File: config.mk
export PLATFORM = sky130hd
export DESIGN_NAME = mastermind_sequencer
export DESIGN_NICKNAME = d
export VERILOG_FILES = /design/src/rtl/mastermind_pkg.sv /design/src/rtl/mastermind_edge_detect.sv /design/src/rtl/mastermind_sequencer.sv
export SDC_FILE = /design/constraint.sdc
export NUM_CORES = 1
export LEC_CHECK = 0
export CAP_MARGIN = 20
export CORE_UTILIZATION = 66
export DETAILED_ROUTE_END_ITERATION = 12
export DONT_BUFFER_PORTS = 1
export PLACE_DENSITY = 0.89
export REMOVE_ABC_BUFFERS = 1
export SLEW_MARGIN = 40
export SYNTH_ARGS = -nofsm -noshare
export SYNTH_HDL_FRONTEND = slang
export SYNTH_HIERARCHICAL = 1
export SYNTH_SLANG_ARGS = --single-unit
File: constraint.sdc
create_clock -name clk -period 3.4 [get_ports clk]
set_input_delay 0.68 -clock clk [delete_from_list [all_inputs] [get_ports clk]]
set_output_delay 0.68 -clock clk [all_outputs]
set_load 0.05 [all_outputs]
File: src/rtl/mastermind_pkg.sv
// Shared definitions for the mastermind sequencer: sequencer states,
// code geometry (digit count and width) and the digit-slot index width.
package mastermind_pkg;

    localparam int NUM_DIGITS = 4;
    localparam int DIGIT_W    = 3;
    localparam int IDX_W      = 2;

    localparam logic [IDX_W-1:0] LAST_IDX = IDX_W'(NUM_DIGITS - 1);

    typedef enum logic [2:0] {
        CODE_ENTRY,
        GUESS_ENTRY,
        SCORE_REQ,
        SCORE_WAIT,
        WON,
        LOST
    } state_e;

endpackage

File: src/rtl/mastermind_edge_detect.sv
// Registered rising-edge detector: remembers last cycle's level so a held
// input yields a single one-cycle rise indication.
module mastermind_edge_detect (
    input  logic clk,
    input  logic resetn,
    input  logic sig_i,
    output logic rise_o
);

    logic sig_q;

    // Capture the previous level of the input.
    always_ff @(posedge clk or negedge resetn) begin
        if (!resetn) begin
            sig_q <= 1'b0;
        end else begin
            sig_q <= sig_i;
        end
    end

    assign rise_o = sig_i & ~sig_q;

endmodule

File: src/rtl/mastermind_sequencer.sv
// Mastermind game sequencer: steers digit loads into the code/guess
// registers, requests scoring passes, tracks guesses and game status.
module mastermind_sequencer
    import mastermind_pkg::*;
#(
    parameter int MAX_GUESSES   = 8,
    parameter int SCORE_TIMEOUT = 16
) (
    input  logic               clk,
    input  logic               resetn,
    input  logic               key_load,
    input  logic               new_game,
    input  logic [DIGIT_W-1:0] sw_digit,
    input  logic               score_done,
    input  logic [2:0]         score_red,
    input  logic [2:0]         score_white,
    output logic               wr_en,
    output logic               wr_sel,
    output logic [IDX_W-1:0]   wr_idx,
    output logic [DIGIT_W-1:0] wr_data,
    output logic               score_start,
    output logic [3:0]         guess_count,
    output logic [2:0]         fb_red,
    output logic [2:0]         fb_white,
    output logic               win,
    output logic               lose,
    output logic               err
);

    localparam int TMR_W = (SCORE_TIMEOUT > 1) ? $clog2(SCORE_TIMEOUT) : 1;
    localparam logic [TMR_W-1:0] TMR_LAST = TMR_W'(SCORE_TIMEOUT - 1);

    state_e             state_q, state_d;
    logic [IDX_W-1:0]   idx_q, idx_d;
    logic               wr_en_q, wr_en_d;
    logic               wr_sel_q, wr_sel_d;
    logic [IDX_W-1:0]   wr_idx_q, wr_idx_d;
    logic [DIGIT_W-1:0] wr_data_q, wr_data_d;
    logic [3:0]         guess_cnt_q, guess_cnt_d;
    logic [2:0]         fb_red_q, fb_red_d;
    logic [2:0]         fb_white_q, fb_white_d;
    logic               err_q, err_d;
    logic [TMR_W-1:0]   tmr_q, tmr_d;
    logic               rise;
    logic [3:0]         guess_cnt_inc;
    logic               score_bad;

    mastermind_edge_detect u_key_edge (
        .clk    (clk),
        .resetn (resetn),
        .sig_i  (key_load),
        .rise_o (rise)
    );

    assign guess_cnt_inc = guess_cnt_q + 4'd1;
    assign score_bad     = (score_red > 3'd4) ||
                           (({1'b0, score_red} + {1'b0, score_white}) > 4'd4);

    // Next-state logic: digit loading, scoring handshake, timeout and restart.
    always_comb begin
        state_d     = state_q;
        idx_d       = idx_q;
        wr_en_d     = 1'b0;
        wr_sel_d    = wr_sel_q;
        wr_idx_d    = wr_idx_q;
        wr_data_d   = wr_data_q;
        guess_cnt_d = guess_cnt_q;
        fb_red_d    = fb_red_q;
        fb_white_d  = fb_white_q;
        err_d       = err_q;
        tmr_d       = tmr_q;

        case (state_q)
            CODE_ENTRY, GUESS_ENTRY: begin
                if (rise) begin
                    wr_en_d   = 1'b1;
                    wr_sel_d  = (state_q == GUESS_ENTRY);
                    wr_idx_d  = idx_q;
                    wr_data_d = sw_digit;
                    idx_d     = idx_q + IDX_W'(1);
                end
                // Leave only after the last digit's strobe so it never overlaps score_start.
                if (wr_en_q && (wr_idx_q == LAST_IDX)) begin
                    state_d = (state_q == CODE_ENTRY) ? GUESS_ENTRY : SCORE_REQ;
                end
            end
            SCORE_REQ: begin
                tmr_d   = '0;
                state_d = SCORE_WAIT;
            end
            SCORE_WAIT: begin
                if (score_done) begin
                    if (score_bad) begin
                        err_d   = 1'b1;
                        state_d = GUESS_ENTRY;
                    end else begin
                        fb_red_d    = score_red;
                        fb_white_d  = score_white;
                        guess_cnt_d = guess_cnt_inc;
                        if (score_red == 3'd4) begin
                            state_d = WON;
                        end else if (guess_cnt_inc == 4'(MAX_GUESSES)) begin
                            state_d = LOST;
                        end else begin
                            state_d = GUESS_ENTRY;
                        end
                    end
                end else if (tmr_q == TMR_LAST) begin
                    err_d   = 1'b1;
                    state_d = GUESS_ENTRY;
                end else begin
                    tmr_d = tmr_q + TMR_W'(1);
                end
            end
            WON, LOST: begin
                state_d = state_q;
            end
            default: begin
                state_d = CODE_ENTRY;
            end
        endcase

        if (new_game) begin
            state_d     = CODE_ENTRY;
            idx_d       = '0;
            wr_en_d     = 1'b0;
            guess_cnt_d = '0;
            fb_red_d    = '0;
            fb_white_d  = '0;
            err_d       = 1'b0;
            tmr_d       = '0;
        end
    end

    // State and datapath registers.
    always_ff @(posedge clk or negedge resetn) begin
        if (!resetn) begin
            state_q     <= CODE_ENTRY;
            idx_q       <= '0;
            wr_en_q     <= 1'b0;
            wr_sel_q    <= 1'b0;
            wr_idx_q    <= '0;
            wr_data_q   <= '0;
            guess_cnt_q <= '0;
            fb_red_q    <= '0;
            fb_white_q  <= '0;
            err_q       <= 1'b0;
            tmr_q       <= '0;
        end else begin
            state_q     <= state_d;
            idx_q       <= idx_d;
            wr_en_q     <= wr_en_d;
            wr_sel_q    <= wr_sel_d;
            wr_idx_q    <= wr_idx_d;
            wr_data_q   <= wr_data_d;
            guess_cnt_q <= guess_cnt_d;
            fb_red_q    <= fb_red_d;
            fb_white_q  <= fb_white_d;
            err_q       <= err_d;
            tmr_q       <= tmr_d;
        end
    end

    assign wr_en       = wr_en_q;
    assign wr_sel      = wr_sel_q;
    assign wr_idx      = wr_idx_q;
    assign wr_data     = wr_data_q;
    assign score_start = (state_q == SCORE_REQ);
    assign guess_count = guess_cnt_q;
    assign fb_red      = fb_red_q;
    assign fb_white    = fb_white_q;
    assign win         = (state_q == WON);
    assign lose        = (state_q == LOST);
    assign err         = err_q;

endmodule

# --- Word-level counts from Yosys, hierarchy flattened ---
# Cells that the tools add are included.
word_totals:
  ram_bits: 0
  latchBits: 0
  regBits: 28
  romBits: 0
  out_inout_bits: 21
  elab_cells: 89
  memories: 0
  in_bits: 14
classes:
  bitwise_logic: 2
  n_shift: 0
  n_reduce_logical: 17
  multipliers: 0
  n_div: 0
  mux: 36
  eq_ne: 16
  n_lt_le_gt_ge: 2
  addsub: 4
op_table:
  columns: ["op", "n"]
  rows:
  - ["two-way mux 3 bit", 15]
  - ["two-way mux 4 bit", 7]
  - ["case mux 3 bit (4 select lines)", 1]
  - ["AND reduction 3 bit", 4]
  - ["equality test 3 bit (second input constant)", 3]
  - ["!= test 3 bit (second input constant)", 3]
  - ["adder 4 x 1 -> 4 bit (second input constant)", 2]
  - ["equality test 4 bit (second input constant)", 2]
  - ["two-way mux 1 bit", 8]
  - ["two-way mux 2 bit", 4]
  - ["case mux 4 bit (2 select lines)", 1]
  - ["nonzero test 2 bit", 4]
  - ["equality test 3 x 2 -> 1 bit (second input constant)", 2]
  - ["nonzero test 3 bit", 2]
  - ["adder 3 x 3 -> 4 bit", 1]
  - ["greater-than comparator 4 x 3 -> 1 bit (second input constant)", 1]
  - ["!= test 2 bit (second input constant)", 2]
  - ["!= test 4 bit (second input constant)", 1]
  - ["AND reduction 2 bit", 2]
  - ["OR reduction 2 bit", 2]
  - ["equality test 3 x 1 -> 1 bit (second input constant)", 1]
  - ["greater-than comparator 3 bit (second input constant)", 1]
  - ["logical NOT 3 bit", 1]
  - ["!= test 3 x 2 -> 1 bit (second input constant)", 1]
  - ["6 further kinds", 6]

# --- Longest topological paths before layout ---
# Gate-level depths: netlist (run 1).
logic_depth:
  depth_word: 8
  ltp_mapped: 6
  ltp_nobuf: 6

# --- Hierarchy ---
# Netlist (run 1), hierarchy kept.
by_module_without_submodules:
  columns: ["mod", "instances", "cells_each", "area_each_um2"]
  rows:
  - ["mastermind_sequencer", 1, 128, 1433.9]
  - ["mastermind_edge_detect", 1, 2, 38.8]

# --- Worst setup path after synthesis (run 1) ---
# OpenSTA, ideal clock, no wires.
synth_timing:
  path_kind: "input to register"
  from: "in score_red[0]"
  to: "reg guess_cnt_q[0] (netlist: guess_count[0])"
  setup_slack_ns: 1.146
  t_arrival_ns: 2.176
  path_stages: 6
  n_path_buf: 0
  required_ns: 3.322
  path_cell_list: "ha_1 -> fa_1 -> nor2_1 -> o21ai_2 -> or4_1 -> a21oi_1"
synth_between:
  elab_chain_len: 5
synth_rtl:
  columns: ["element", "line_no", "rtl"]
  rows:
  - ["start, declared", "mastermind_sequencer.sv:15", "input logic [2:0] score_red,"]
  - ["adder 3 x 3 -> 4 bit", "mastermind_sequencer.sv:57", "(({1'b0, score_red} + {1'b0, score_white}) > 4'd4);"]
  - ["greater-than comparator 4 x 3 -> 1 bit", "mastermind_sequencer.sv:57", null]
  - ["logical OR 1 bit (*)", "mastermind_sequencer.sv:56", "assign score_bad = (score_red > 3'd4) ||"]
  - ["!= test 2 bit (no source line) (*)", null, null]
  - ["AND reduction 3 bit (no source line) (*)", null, null]
  - ["end signal, assigned", "mastermind_sequencer.sv:156", "guess_cnt_q <= guess_cnt_d;"]
  - ["end, declared", "mastermind_sequencer.sv:39", "logic [3:0] guess_cnt_q, guess_cnt_d;"]
# Mark *: on every way between the ends. The rest lies on a longest branch, timed or not.
# A chain may end at the register's enable or synchronous reset.

# --- Worst setup path in the final report (run 1) ---
layout_timing:
  from: "reg state_q[1]"
  to: "out score_start"
layout_between:
  elab_chain_len: 1
layout_rtl:
  columns: ["element", "line_no", "rtl"]
  rows:
  - ["start, declared", "mastermind_sequencer.sv:33", "state_e state_q, state_d;"]
  - ["start signal, assigned", "mastermind_sequencer.sv:150", "state_q <= state_d;"]
  - ["equality test 3 x 2 -> 1 bit", "mastermind_sequencer.sv:168", "assign score_start = (state_q == SCORE_REQ);"]
  - ["end, declared", "mastermind_sequencer.sv:21", "output logic score_start,"]
# No other way between the ends.

==> results of run 1 <==
==> flip-flops by register name (all words and copies together) (netlist names) <==
register / count
tmr_q: 4
wr_idx: 2
guess_count: 4
state_q: 3
fb_white: 3
err: 1
idx_q: 2
u_key_edge/sig_q: 1
wr_data: 3
fb_red: 3
wr_en: 1
wr_sel: 1
==> per-layer routing <==
| metal | wire length, um | vias to the layer above | part of all wire | global-route usage |
|---|---|---|---|---|
| met5 | 0 | - | 0 | 0 |
| met4 | 56 | 0 | 0.020 | 0.1078 |
| met3 | 183 | 6 | 0.065 | 0.07788 |
| met2 | 1406 | 38 | 0.50 | 0.4406 |
| met1 | 1181 | 497 | 0.42 | 0.2979 |
| li1 | - | 485 | - | - |
==> final cells by class <==
class	count	area share
Clock buffer	3	0.01439
Clock inverter	1	0.01918
Inverter	3	0.007194
Multi-Input combinational cell	96	0.4772
Sequential cell	28	0.4476
Tap cell	27	0.02158
Timing Repair Buffer	1	0.01279
==> through the flow <==
| stage | utilization | total power [mW] | hold WS [ps] | instance area [um2] | setup slack (ps) |
|---|---|---|---|---|---|
| finish | 0.7741 | 0.6493 | 140.5 | 1565 | 875.5 |
| global route | 0.7741 | 0.6692 | 132.5 | 1565 | 801.8 |
| CTS | 0.7642 | 0.6454 | 7.602 | 1545 | 885.4 |
| detailed placement | 0.7382 | 0.4287 | 385.0 | 1493 | 919.5 |
| global placement | 0.7358 | 0.4256 | 385.0 | 1488 | 1014 |
| floorplan | - | 0.4200 | 384.4 | 1454 | 1147 |
==> cells in the final DEF, fill, tap and decap left out, drive strengths merged, types with 2 or more instances in the layout <==
cell type / synthesis / routed
a21oi: 7 / 7
a22o: 8 / 8
a31o: 2 / 2
a31oi: 3 / 3
and2: 2 / 2
clkbuf: 1 / 3
dfrtp: 28 / 28
ha: 5 / 5
inv: 3 / 3
mux2: 6 / 6
nand2: 4 / 4
nand2b: 2 / 2
nand3: 5 / 5
nand3b: 2 / 2
nor2: 11 / 11
nor2b: 2 / 2
nor3: 3 / 3
nor3b: 2 / 2
nor4b: 2 / 2
o21a: 3 / 3
o21ai: 8 / 8
o31ai: 2 / 2
or4: 2 / 2
xnor2: 4 / 4
==> power by group <==
part | internal [mW] | switching [mW] | total, mW
combinational | 0.0233 | 0.0291 | 0.0524
sequential | 0.343 | 0.0365 | 0.379
clock | 0.119 | 0.0986 | 0.218
total | 0.485 | 0.164 | 0.649
==> worst paths after layout <==
check	slack [ps]	depth (start not counted)	to	start
worst max-delay path	880	2	score_start	state_q[1]
worst min-delay path	140	1	tmr_q[0]	resetn
worst max register to register	1580	5	tmr_q[3]	tmr_q[0]
worst min register to register	540	1	wr_idx[1]	idx_q[1]
max in group asynchronous	3110	1	fb_red[1]	resetn
min in group clk	360	0	u_key_edge/sig_q	key_load
==> logic make-up after synthesis <==
| group | after synthesis | share of synthesized area |
|---|---|---|
| flops | 28 | 0.4758 |
| fa+ha+maj | 6 | 0.05608 |
| simple gates | 43 | 0.1895 |
| xor+xnor | 5 | 0.02974 |
| mux | 6 | 0.04588 |
| buf+inv | 6 | 0.02038 |
| compound gates | 36 | 0.1827 |
==> metrics.yaml, run 1 <==
post-cts-setup-buffers: 0
ir_worst_vdd_mv: 0.3693
setup_tns_ps: 0
cts_buffer_depth: 2
critPathBufInv: 0
syn-instance-count: 130
antenna_found_initial: 0
synth-main-ff-cell: "dfrtp_1"
hold_buffers: 0
p_per_area_mw_per_mm2: 414.8
grt_pass1_vias: 1059
clkLatencyLatePin_ps: 330
die_area_mm2: 0.002424
antennaDiodeCount: 0
synth_seq_area_share: 0.4758
cts_tree: "built"
cts.repair.resized: 0
rsz0062_at_grt: "no"
ant_nets: 0
finalCritPeriodShare: 0.7425
ys_ff_latch: 28
fp.dieW_um: 49.24
cp_cell_sequence: "nand2b_1 -> nor2_1"
max_freq_mhz: 396.1
die_h_um: 49.24
synth_area_leader_cell: "dfrtp_1"
ys_top_cells_by_count: "dfrtp_1, nor2_1, a22o_1"
rows: 16
worstSetupEndpointType: "output pin"
yosysMostFrequentCell: "dfrtp_1"
htreeDepth: 1
grt_pass1_wl_um: 4671
drt_iter0_markers: 18
core-area_mm2: 0.002022
path_clk_slew_ps: 150
power.leakage_nw: 0.7037
cts_sinks: 28
final_cells: 159
drive_above_1_share: 0.1742
cpLargestDelayFamily: "simple AND/OR/NAND/NOR gates"
gp_congestion: 0.8814
grt_util_all_layers: 0.2579
cp.required_ps: 2720
worstMarginPinSlew_ps: 884.4
final_nets: 153
area_growth_pct: 6.287
synthArstFlopShare: 1.000
yosysWarnings: 6
dr.pass1.iters: 4
status: "finished clean"
slew_viol_final: 0
vias_per_cell: 6.453
numCtsBuffers: 3
grt_overflow: 0
path_max_fanout: 9
crit_slowest_cell: "nor2_1"
synth-edff-count: 0
max-cap-violations: 0
seq_area_um2: 700.7
dp.cells: 154
arrival_ps: 1840
root_buffer: "clkbuf_4"
hold_class: "in2async"
port_buffers: 0
fin_worst_skew_ps: 1.596
top_level_ports: 35
start_util: 0.7283
dp_hpwl_um: 2048
fill_cells: 129
avgSynthCellArea_um2: 11.33
max_slew_margin: 0.4082
synth_area_leaders: "dfrtp_1, a22o_1, mux2_2"
wl_per_cell_um: 17.78
period_minus_slack_ps: 2525
crit_type: "reg2out"
hold_viol: 0
ys_types: 45
drt_wl_total_um: 2827
multi_input_area_um2: 747.0
max_stage_delay_ps: 720
num_vias: 1026
drc_errors: 0
yosys.area.top_type_share: 0.4758
synth_area_mm2: 0.001473
grt_start_max_net_pins: 29
startpoint_type: "flop"
setup_viol: 0
Note: power is estimated with default switching activity, not from simulation.
==> run 2: changes to the inputs <==
Settings changed: CORE_UTILIZATION 66 to 55, PLACE_DENSITY 0.89 to 0.8.
Clock period 3.4 ns to 2.3 ns, I/O delays scaled along.
==> run 2 against run 1 <==
Sequential power grew 48%. Combinational power grew 53%. Clock skew is essentially flat. Clock-buffer cell count is the same. Worst setup slack lost 560 ps. Sequential share of layout area shrank 1.1 points. Global-route usage shrank 3.2 points. Die area grew 19%. Utilization shrank 13 points. First-iteration DRC count is the same. Total power grew 49%. Critical path type unchanged. Largest cell class unchanged. Largest power group unchanged. Highest routed layer unchanged.
==> metrics.yaml, run 2 (same netlist as run 1, synthesis figures left out) <==
status: "finished clean"
top_level_ports: 35
cts_tree: "built"
crit_slowest_cell: "dfrtp_1"
area_growth_pct: 8.921
drc_errors: 0
max_slew_margin: 0.6034
drt_wl_total_um: 2902
use_met2: 0.3395
antennaDiodeCount: 0
htreeDepth: 1
drt_iter0_markers: 18
layout_common_cells: "dfrtp_1, nor2_1, a22o_1"
pre_cts_slack_ps: 118.6
slew_viol_final: 0
gp_congestion: 0.8129
arrival_ps: 1520
die_h_um: 53.75
crit_type: "reg2out"
post-cts-setup-buffers: 0
num_vias: 1077
ant_nets: 0
p_switching_uw: 247.0
max_freq_mhz: 504.3
hold_viol: 0
max_stage_delay_ps: 530
rows: 18
worstSetupEndpointType: "output pin"
placed_area_mm2: 0.001521
clockPowerShare: 0.337
grt_start_max_net_pins: 29
power_uw: 965.4
fin_area_mm2: 0.001604
pwr-share-comb: 0.083
grt_util_all_layers: 0.2262
cts.repair.resized: 0
fp.dieW_um: 53.75
use_met3: 0.04520
pwr-share-seq: 0.581
wl_per_cell_um: 17.38
cpLargestDelayFamily: "flip-flops"
drive_above_1_share: 0.1825
ir_worst_vdd_mv: 0.5005
busiest_layer: "met2"
grt_overflow: 0
p_per_area_mw_per_mm2: 601.8
setup_viol: 0
dp.cells: 161
core-area_mm2: 0.002500
p_sw_frac: 0.2558
path_clk_slew_ps: 150
path_max_fanout: 9
final_cells: 167
cp_cell_sequence: "or2b_1 -> nor2_1 -> buf_4"
setup_tns_ps: 0
worstMarginPinSlew_ps: 594.9
die_area_mm2: 0.002889
fin_util: 0.6416
clkLatencyLatePin_ps: 330
finalCritPeriodShare: 0.8622
period_minus_slack_ps: 1983
antenna_found_initial: 0
cts_buffer_depth: 2
max-cap-violations: 0
use_met1: 0.3085
cp.required_ps: 1840
critPathBufInv: 1
hold_class: "in2reg"
fill_cells: 207
port_buffers: 0
whs_ps: 133.4
fin_ws_ps: 317.0
root_buffer: "clkbuf_4"
start_util: 0.5891
cts_sinks: 28
vias_per_cell: 6.449
final_nets: 158
grt_pass1_wl_um: 4595
power.leakage_nw: 0.7303
layout_commonest_cell: "dfrtp_1"
dr.pass1.iters: 4
internal-power_uw: 718.4
fin_worst_skew_ps: 2.084
startpoint_type: "flop"
numCtsBuffers: 3
dp_hpwl_um: 2113
grt_pass1_vias: 1027
rsz0062_at_grt: "no"
[run 2: cell types whose count changed in the layout (fill, tap and decap cells not counted)]
cell / change
nor2_1: +2
nor2_2: -2
dlygate4sd3_1: +1
buf_4: +4
[run 2: layer usage]
metal / vias up / wire length, um
met3: 7 / 178
li1: 496 / -
met2: 39 / 1414
met1: 535 / 1240
met4: 0 / 68
met5: - / 0
[run 2: worst paths after layout]
path | startpoint | to | slack [ps] | depth (start not counted)
worst max-delay path | state_q[1] | win | 320 | 3
worst min-delay path | key_load | u_key_edge/sig_q | 130 | 0
worst max register to register | tmr_q[0] | tmr_q[3] | 560 | 5
worst min register to register | idx_q[1] | wr_idx[1] | 550 | 1
max in group asynchronous | resetn | wr_sel | 1610 | 2
min in group asynchronous | resetn | tmr_q[0] | 530 | 2
[run 2: power groups by stage]
stage	clock network, mW	registers [mW]	logic, mW
floorplan	0	0.567	0.0543
global placement	0	0.569	0.0612
detailed placement	0	0.570	0.0654
CTS	0.331	0.561	0.0808
global route	0.352	0.563	0.0888
finish	0.325	0.561	0.0800
[run 2: cell type report]
type | count | area [um2] | area share
repair buffers | 6 | 60.06 | 0.03744
inverters | 3 | 11.26 | 0.007020
clock buffers | 3 | 22.52 | 0.01404
well taps | 30 | 37.54 | 0.02340
multi-input cells | 96 | 742.0 | 0.4626
flip-flops and latches | 28 | 700.7 | 0.4368
clock inverters | 1 | 30.03 | 0.01872
[run 2: what timing repair did]
action	in CTS	in global routing
endpoints found under the hold margin	28	0
endpoints found under the setup margin	0	0
hold buffers	2	0
